$ cat src/rtl/mse_serial_master.sv
// Serial-command to Avalon-MM bridge: a framed bit stream on sdi/sle becomes one
// bus read or write, and the result is returned serially on sdo/srdy.
module mse_serial_master #(
   parameter int DATA_W  = 32,
   parameter int ADDR_W  = 8,
   parameter int TIMEOUT = 255
) (
   input  logic                  clk,
   input  logic                  reset,
   input  logic                  sdi,
   input  logic                  sle,
   output logic                  sdo,
   output logic                  srdy,
   output logic                  serr,
   output logic                  rso_MRST_reset,
   output logic                  cso_MCLK_clk,
   output logic [ADDR_W-1:0]     avm_M1_address,
   output logic [DATA_W-1:0]     avm_M1_writedata,
   input  logic [DATA_W-1:0]     avm_M1_readdata,
   output logic [DATA_W/8-1:0]   avm_M1_byteenable,
   output logic                  avm_M1_write,
   output logic                  avm_M1_read,
   output logic                  avm_M1_begintransfer,
   input  logic                  avm_M1_readdatavalid,
   input  logic                  avm_M1_waitrequest
);

   // state     | meaning
   // IDLE      | waiting for sle=1 to start a frame
   // SHIFT_IN  | shifting command bits while sle=1
   // CHECK     | frame length checked against the op bit
   // BUS_REQ   | read/write held until waitrequest=0
   // WAIT_RDV  | read accepted, waiting for readdatavalid
   // SHIFT_OUT | read data serialised MSB first on sdo
   // DONE      | write acknowledge (sdo=0) for one cycle
   // ERROR     | bad length or timeout (sdo=1, serr=1) for one cycle

   localparam int LEN_R   = 1 + ADDR_W;
   localparam int LEN_W   = 1 + ADDR_W + DATA_W;
   localparam int CNT_MAX = LEN_W + 1;
   localparam int CNT_W   = $clog2(CNT_MAX + 1);
   localparam int SR_W    = ADDR_W + DATA_W;
   localparam int SO_W    = $clog2(DATA_W);

   typedef enum logic [2:0] {
      S_IDLE, S_SHIFT_IN, S_CHECK, S_BUS_REQ, S_WAIT_RDV, S_SHIFT_OUT, S_DONE, S_ERROR
   } state_t;

   state_t              state;
   logic                op_q;
   logic [SR_W-1:0]     sr_q;
   logic [CNT_W-1:0]    bit_cnt;
   logic [15:0]         tmo_q;
   logic [DATA_W-1:0]   rdata_q;
   logic [SO_W-1:0]     so_cnt;
   logic [15:0]         tmo_nxt;
   logic                tmo_hit;
   logic                len_ok;

   assign rso_MRST_reset = reset;
   assign cso_MCLK_clk   = clk;

   assign tmo_nxt = tmo_q + 16'd1;
   assign tmo_hit = (tmo_nxt == 16'(TIMEOUT));
   assign len_ok  = op_q ? (bit_cnt == CNT_W'(LEN_W)) : (bit_cnt == CNT_W'(LEN_R));

   always_ff @(posedge clk or posedge reset) begin
      if (reset) begin
         state                <= S_IDLE;
         op_q                 <= 1'b0;
         sr_q                 <= '0;
         bit_cnt              <= '0;
         tmo_q                <= '0;
         rdata_q              <= '0;
         so_cnt               <= '0;
         sdo                  <= 1'b0;
         srdy                 <= 1'b0;
         serr                 <= 1'b0;
         avm_M1_address       <= '0;
         avm_M1_writedata     <= '0;
         avm_M1_byteenable    <= '0;
         avm_M1_write         <= 1'b0;
         avm_M1_read          <= 1'b0;
         avm_M1_begintransfer <= 1'b0;
      end else begin
         case (state)
            S_IDLE: begin
               if (sle) begin
                  op_q    <= sdi;
                  sr_q    <= '0;
                  bit_cnt <= CNT_W'(1);
                  state   <= S_SHIFT_IN;
               end
            end
            S_SHIFT_IN: begin
               if (sle) begin
                  sr_q <= {sr_q[SR_W-2:0], sdi};
                  if (bit_cnt != CNT_W'(CNT_MAX)) bit_cnt <= bit_cnt + 1'b1;
               end else begin
                  state <= S_CHECK;
               end
            end
            S_CHECK: begin
               if (len_ok) begin
                  tmo_q                <= '0;
                  avm_M1_begintransfer <= 1'b1;
                  avm_M1_byteenable    <= '1;
                  if (op_q) begin
                     avm_M1_write     <= 1'b1;
                     avm_M1_address   <= sr_q[SR_W-1:DATA_W];
                     avm_M1_writedata <= sr_q[DATA_W-1:0];
                  end else begin
                     avm_M1_read      <= 1'b1;
                     avm_M1_address   <= sr_q[ADDR_W-1:0];
                  end
                  state <= S_BUS_REQ;
               end else begin
                  serr  <= 1'b1;
                  srdy  <= 1'b1;
                  sdo   <= 1'b1;
                  state <= S_ERROR;
               end
            end
            S_BUS_REQ: begin
               avm_M1_begintransfer <= 1'b0;
               if (!avm_M1_waitrequest) begin
                  avm_M1_read       <= 1'b0;
                  avm_M1_write      <= 1'b0;
                  avm_M1_byteenable <= '0;
                  if (avm_M1_write) begin
                     srdy  <= 1'b1;
                     sdo   <= 1'b0;
                     state <= S_DONE;
                  end else if (avm_M1_readdatavalid) begin
                     rdata_q <= avm_M1_readdata;
                     sdo     <= avm_M1_readdata[DATA_W-1];
                     srdy    <= 1'b1;
                     so_cnt  <= SO_W'(DATA_W - 1);
                     state   <= S_SHIFT_OUT;
                  end else begin
                     tmo_q <= tmo_nxt;
                     state <= S_WAIT_RDV;
                  end
               end else if (tmo_hit) begin
                  avm_M1_read       <= 1'b0;
                  avm_M1_write      <= 1'b0;
                  avm_M1_byteenable <= '0;
                  serr              <= 1'b1;
                  srdy              <= 1'b1;
                  sdo               <= 1'b1;
                  state             <= S_ERROR;
               end else begin
                  tmo_q <= tmo_nxt;
               end
            end
            S_WAIT_RDV: begin
               if (avm_M1_readdatavalid) begin
                  rdata_q <= avm_M1_readdata;
                  sdo     <= avm_M1_readdata[DATA_W-1];
                  srdy    <= 1'b1;
                  so_cnt  <= SO_W'(DATA_W - 1);
                  state   <= S_SHIFT_OUT;
               end else if (tmo_hit) begin
                  serr  <= 1'b1;
                  srdy  <= 1'b1;
                  sdo   <= 1'b1;
                  state <= S_ERROR;
               end else begin
                  tmo_q <= tmo_nxt;
               end
            end
            S_SHIFT_OUT: begin
               // so_cnt counts the bits still to present after the current one
               if (so_cnt == '0) begin
                  srdy  <= 1'b0;
                  sdo   <= 1'b0;
                  state <= S_IDLE;
               end else begin
                  so_cnt  <= so_cnt - 1'b1;
                  rdata_q <= rdata_q << 1;
                  sdo     <= rdata_q[DATA_W-2];
               end
            end
            S_DONE: begin
               srdy  <= 1'b0;
               sdo   <= 1'b0;
               state <= S_IDLE;
            end
            S_ERROR: begin
               serr  <= 1'b0;
               srdy  <= 1'b0;
               sdo   <= 1'b0;
               state <= S_IDLE;
            end
            default: state <= S_IDLE;
         endcase
      end
   end

endmodule
$ cat config.mk
export PLATFORM = sky130hd
export DESIGN_NAME = mse_serial_master
export DESIGN_NICKNAME = d
export VERILOG_FILES = /design/src/rtl/mse_serial_master.sv
export SDC_FILE = /design/constraint.sdc
export NUM_CORES = 1
export LEC_CHECK = 0
export CORE_MARGIN = 10
export CORE_UTILIZATION = 53
export CTS_CLUSTER_DIAMETER = 60
export DETAILED_ROUTE_END_ITERATION = 7
export PLACE_DENSITY = 0.81
export RECOVER_POWER = 100
export SLEW_MARGIN = 5
export SYNTH_ARGS = -nofsm -noshare
export SYNTH_HDL_FRONTEND = slang
export SYNTH_SLANG_ARGS = --single-unit
$ cat constraint.sdc
create_clock -name clk -period 9 [get_ports clk]
set_input_delay 1.35 -clock clk [delete_from_list [all_inputs] [get_ports clk]]
set_output_delay 1.35 -clock clk [all_outputs]
set_load 0.01 [all_outputs]
==> results.sh <==
export IMPL_clk_latency_ps=540
export IMPL_postCtsHoldBufs=0
export IMPL_synth_ff_type="dfrtp_1"
export IMPL_wl_per_cell_um=16.2
export IMPL_ir_drop_mv=0.138
export IMPL_cp_common_cell="clkbuf_16"
export IMPL_max_cap_violations=6
export IMPL_fin_setup_tns_ps=0
export IMPL_synthArstFlopShare_pct=100
export IMPL_worst_pin_slew_ps=3040
export IMPL_grt_overflow_total=0
export IMPL_viasPerCell=5.62
export IMPL_drtAntennaViolNets=0
export IMPL_synthCells=718
export IMPL_r2r_start="op_q"
export IMPL_finalHoldViolCount=0
export IMPL_crit_slowest_cell="dlygate4sd3_1"
export IMPL_drc=0
export IMPL_rows=41
export IMPL_drt_iter0_markers=499
export IMPL_syn_avg_cell_area_um2=9.57
export IMPL_finalClockSkew_ps=12.7
export IMPL_worstPathCellList="clkbuf_16 -> clkbuf_16 -> dlygate4sd3_1"
export IMPL_antenna_found_initial=0
export IMPL_die_w_um=134
export IMPL_slowest_delay_ps=590
export IMPL_yosysTopAreaCell="dfrtp_1"
export IMPL_critPathMaxFanout=2
export IMPL_endpoint="cso_MCLK_clk"
export IMPL_vias=5497
export IMPL_grtUsageTotal_pct=18.5
export IMPL_synth_cell_types=57
export IMPL_min_path_type="flop to flop"
export IMPL_initial_core_util_pct=54.2
export IMPL_status="finished with violations"
export IMPL_violations="max-capacitance violations, max-slew violations"
export IMPL_path_clk_slew_ps=60
export IMPL_layout_commonest_cell="dfrtp_1"
export IMPL_timing_worst_setup_path_type="clock port to primary output"
export IMPL_synth_ff_latch_count=149
export IMPL_die_y_um=134
export IMPL_critical_path_startpoint="clk"
export IMPL_syn_area_mm2=0.00687
export IMPL_startpoint_type="clock port"
export IMPL_place_hpwl_um=10200
export IMPL_seq_area_frac_synth_pct=54.3
export IMPL_pin_count=90
export IMPL_area_growth_synth_to_final_pct=23.4
export IMPL_leakage_nw=3.98
export IMPL_synthTopCellsByArea="dfrtp_1, nand2_1, mux2_2"
export IMPL_timing_hold_ws_ps=478
export IMPL_postSynthNetCount=762
export IMPL_cts_resized=0
export IMPL_crit_path_end_kind="primary output"
export IMPL_core_mm2=0.0127
export IMPL_synth_enable_flop_cells=0
export IMPL_regToRegSetupSlack_ps=4610
export IMPL_design_area_mm2=0.00848
export IMPL_cts_tree="done"
export IMPL_setup_viol=0
export IMPL_maxSlewViolCount=243
export IMPL_rsz0062_at_grt="false"
export IMPL_io_buffers=89
export IMPL_cts_setup_buffers=0
export IMPL_grt_pass1_vias=5494
export IMPL_max_slew_margin_pct=-104
export IMPL_ys_warn_count=0
export IMPL_power_mw=2.46
export IMPL_cp_required_ps=7650
export IMPL_grt_max_degree=80
export IMPL_nets=837
export IMPL_place_congestion=0.902
export IMPL_synth_top_cell_area_share_pct=54.3
export IMPL_fp_dieArea_mm2=0.0179
export IMPL_drt_pre_antenna_iters=4
export IMPL_grt_pass1_wl_um=26900
export IMPL_power_density_mw_per_mm2=290
export IMPL_wirelength_um=15800
export IMPL_rr_worst_depth=7
export IMPL_dpl_instance_area_mm2=0.00786
export IMPL_arrival_ps=5340
export IMPL_drive_gt1_share_pct=10.7
export IMPL_antennaDiodeCount=0
export IMPL_r2r_end="avm_M1_writedata[14]"
export IMPL_layout_common_cells="dfrtp_1, nand2_1, nor2_1, nor3_1, dlygate4sd3_1"
[worst min path at each step]
stage                        start       end  slack [ps]  depth (start not counted)
after global placement    sr_q[39]  sr_q[39]         450                          2
after global routing      sr_q[39]  sr_q[39]         510                          2
after detailed placement  sr_q[39]  sr_q[39]         470                          2
after floorplan           sr_q[39]  sr_q[39]         440                          2
after CTS                 sr_q[39]  sr_q[39]         480                          2
final                     sr_q[39]  sr_q[39]         480                          2
[Yosys cell counts (6+ instances only)]
cell type / number
a21oi_1: 26
nand3_1: 48
dfrtp_1: 149
nor2_1: 92
xnor2_1: 7
o21ai_0: 26
mux2i_1: 8
nor3_1: 70
mux2_2: 33
nand4_1: 7
buf_4: 7
nor2b_1: 6
clkbuf_1: 29
inv_1: 13
buf_2: 6
ha_1: 6
nand2_1: 106
[flip-flops by register name (all words and copies together), names as in the netlist, 3 cells and up]
register	cells
sr_q	40
avm_M1_writedata	32
rdata_q	31
tmo_q	16
avm_M1_address	8
bit_cnt	6
so_cnt	5
state	3
[where the power goes]
| part | total (mW) | internal (mW) | switching [mW] | leakage (nW) |
|---|---|---|---|---|
| Combinational | 0.682 | 0.269 | 0.412 | 1.69 |
| Clock | 0.798 | 0.511 | 0.287 | 0.336 |
| Sequential | 0.978 | 0.830 | 0.148 | 1.95 |
[layout make-up]
| cell class | instances | area (um2) |
|---|---|---|
| Multi-Input combinational cell | 511 | 2870 |
| Tap cell | 172 | 215 |
| Fill cell | 1023 | 4190 |
| Clock buffer | 23 | 538 |
| Timing Repair Buffer | 97 | 926 |
| Clock inverter | 13 | 155 |
| Sequential cell | 149 | 3730 |
| Inverter | 13 | 50.0 |
[through the flow]
step	util (%)	instances	setup WS (ps)
floorplan	-	718	3030
global placement	62.0	943	2700
detailed placement	62.0	943	2700
CTS	67.4	978	2420
global route	66.9	978	2290
finish	66.9	978	2310
[kinds of logic (layout without fill, tap and decap cells)]
kind of cell	count (synthesis)	after routing	synth area share [%]
AND/OR/NAND/NOR	361	361	23.8
buffers and inverters	58	146	3.77
AO/OA/AOI/OAI	91	91	8.98
multiplexers	41	41	6.57
flip-flops	149	149	54.3
adder cells (fa/ha/maj)	6	6	1.09
XOR/XNOR	12	12	1.53
[worst max-delay path, delay by kind of cell]
kind | cells | cell delay (ps)
buf+inv | 3 | 840
[per-layer routing]
metal | vias up | GRT usage [%] | routed length, um
met4 | 0 | 9.37 | 384
met5 | - | 0 | 0
met2 | 179 | 28.6 | 7570
li1 | 2620 | - | -
met3 | 29 | 5.45 | 903
met1 | 2669 | 23.0 | 6990
No activity file was read; power rests on OpenSTA's default activity.
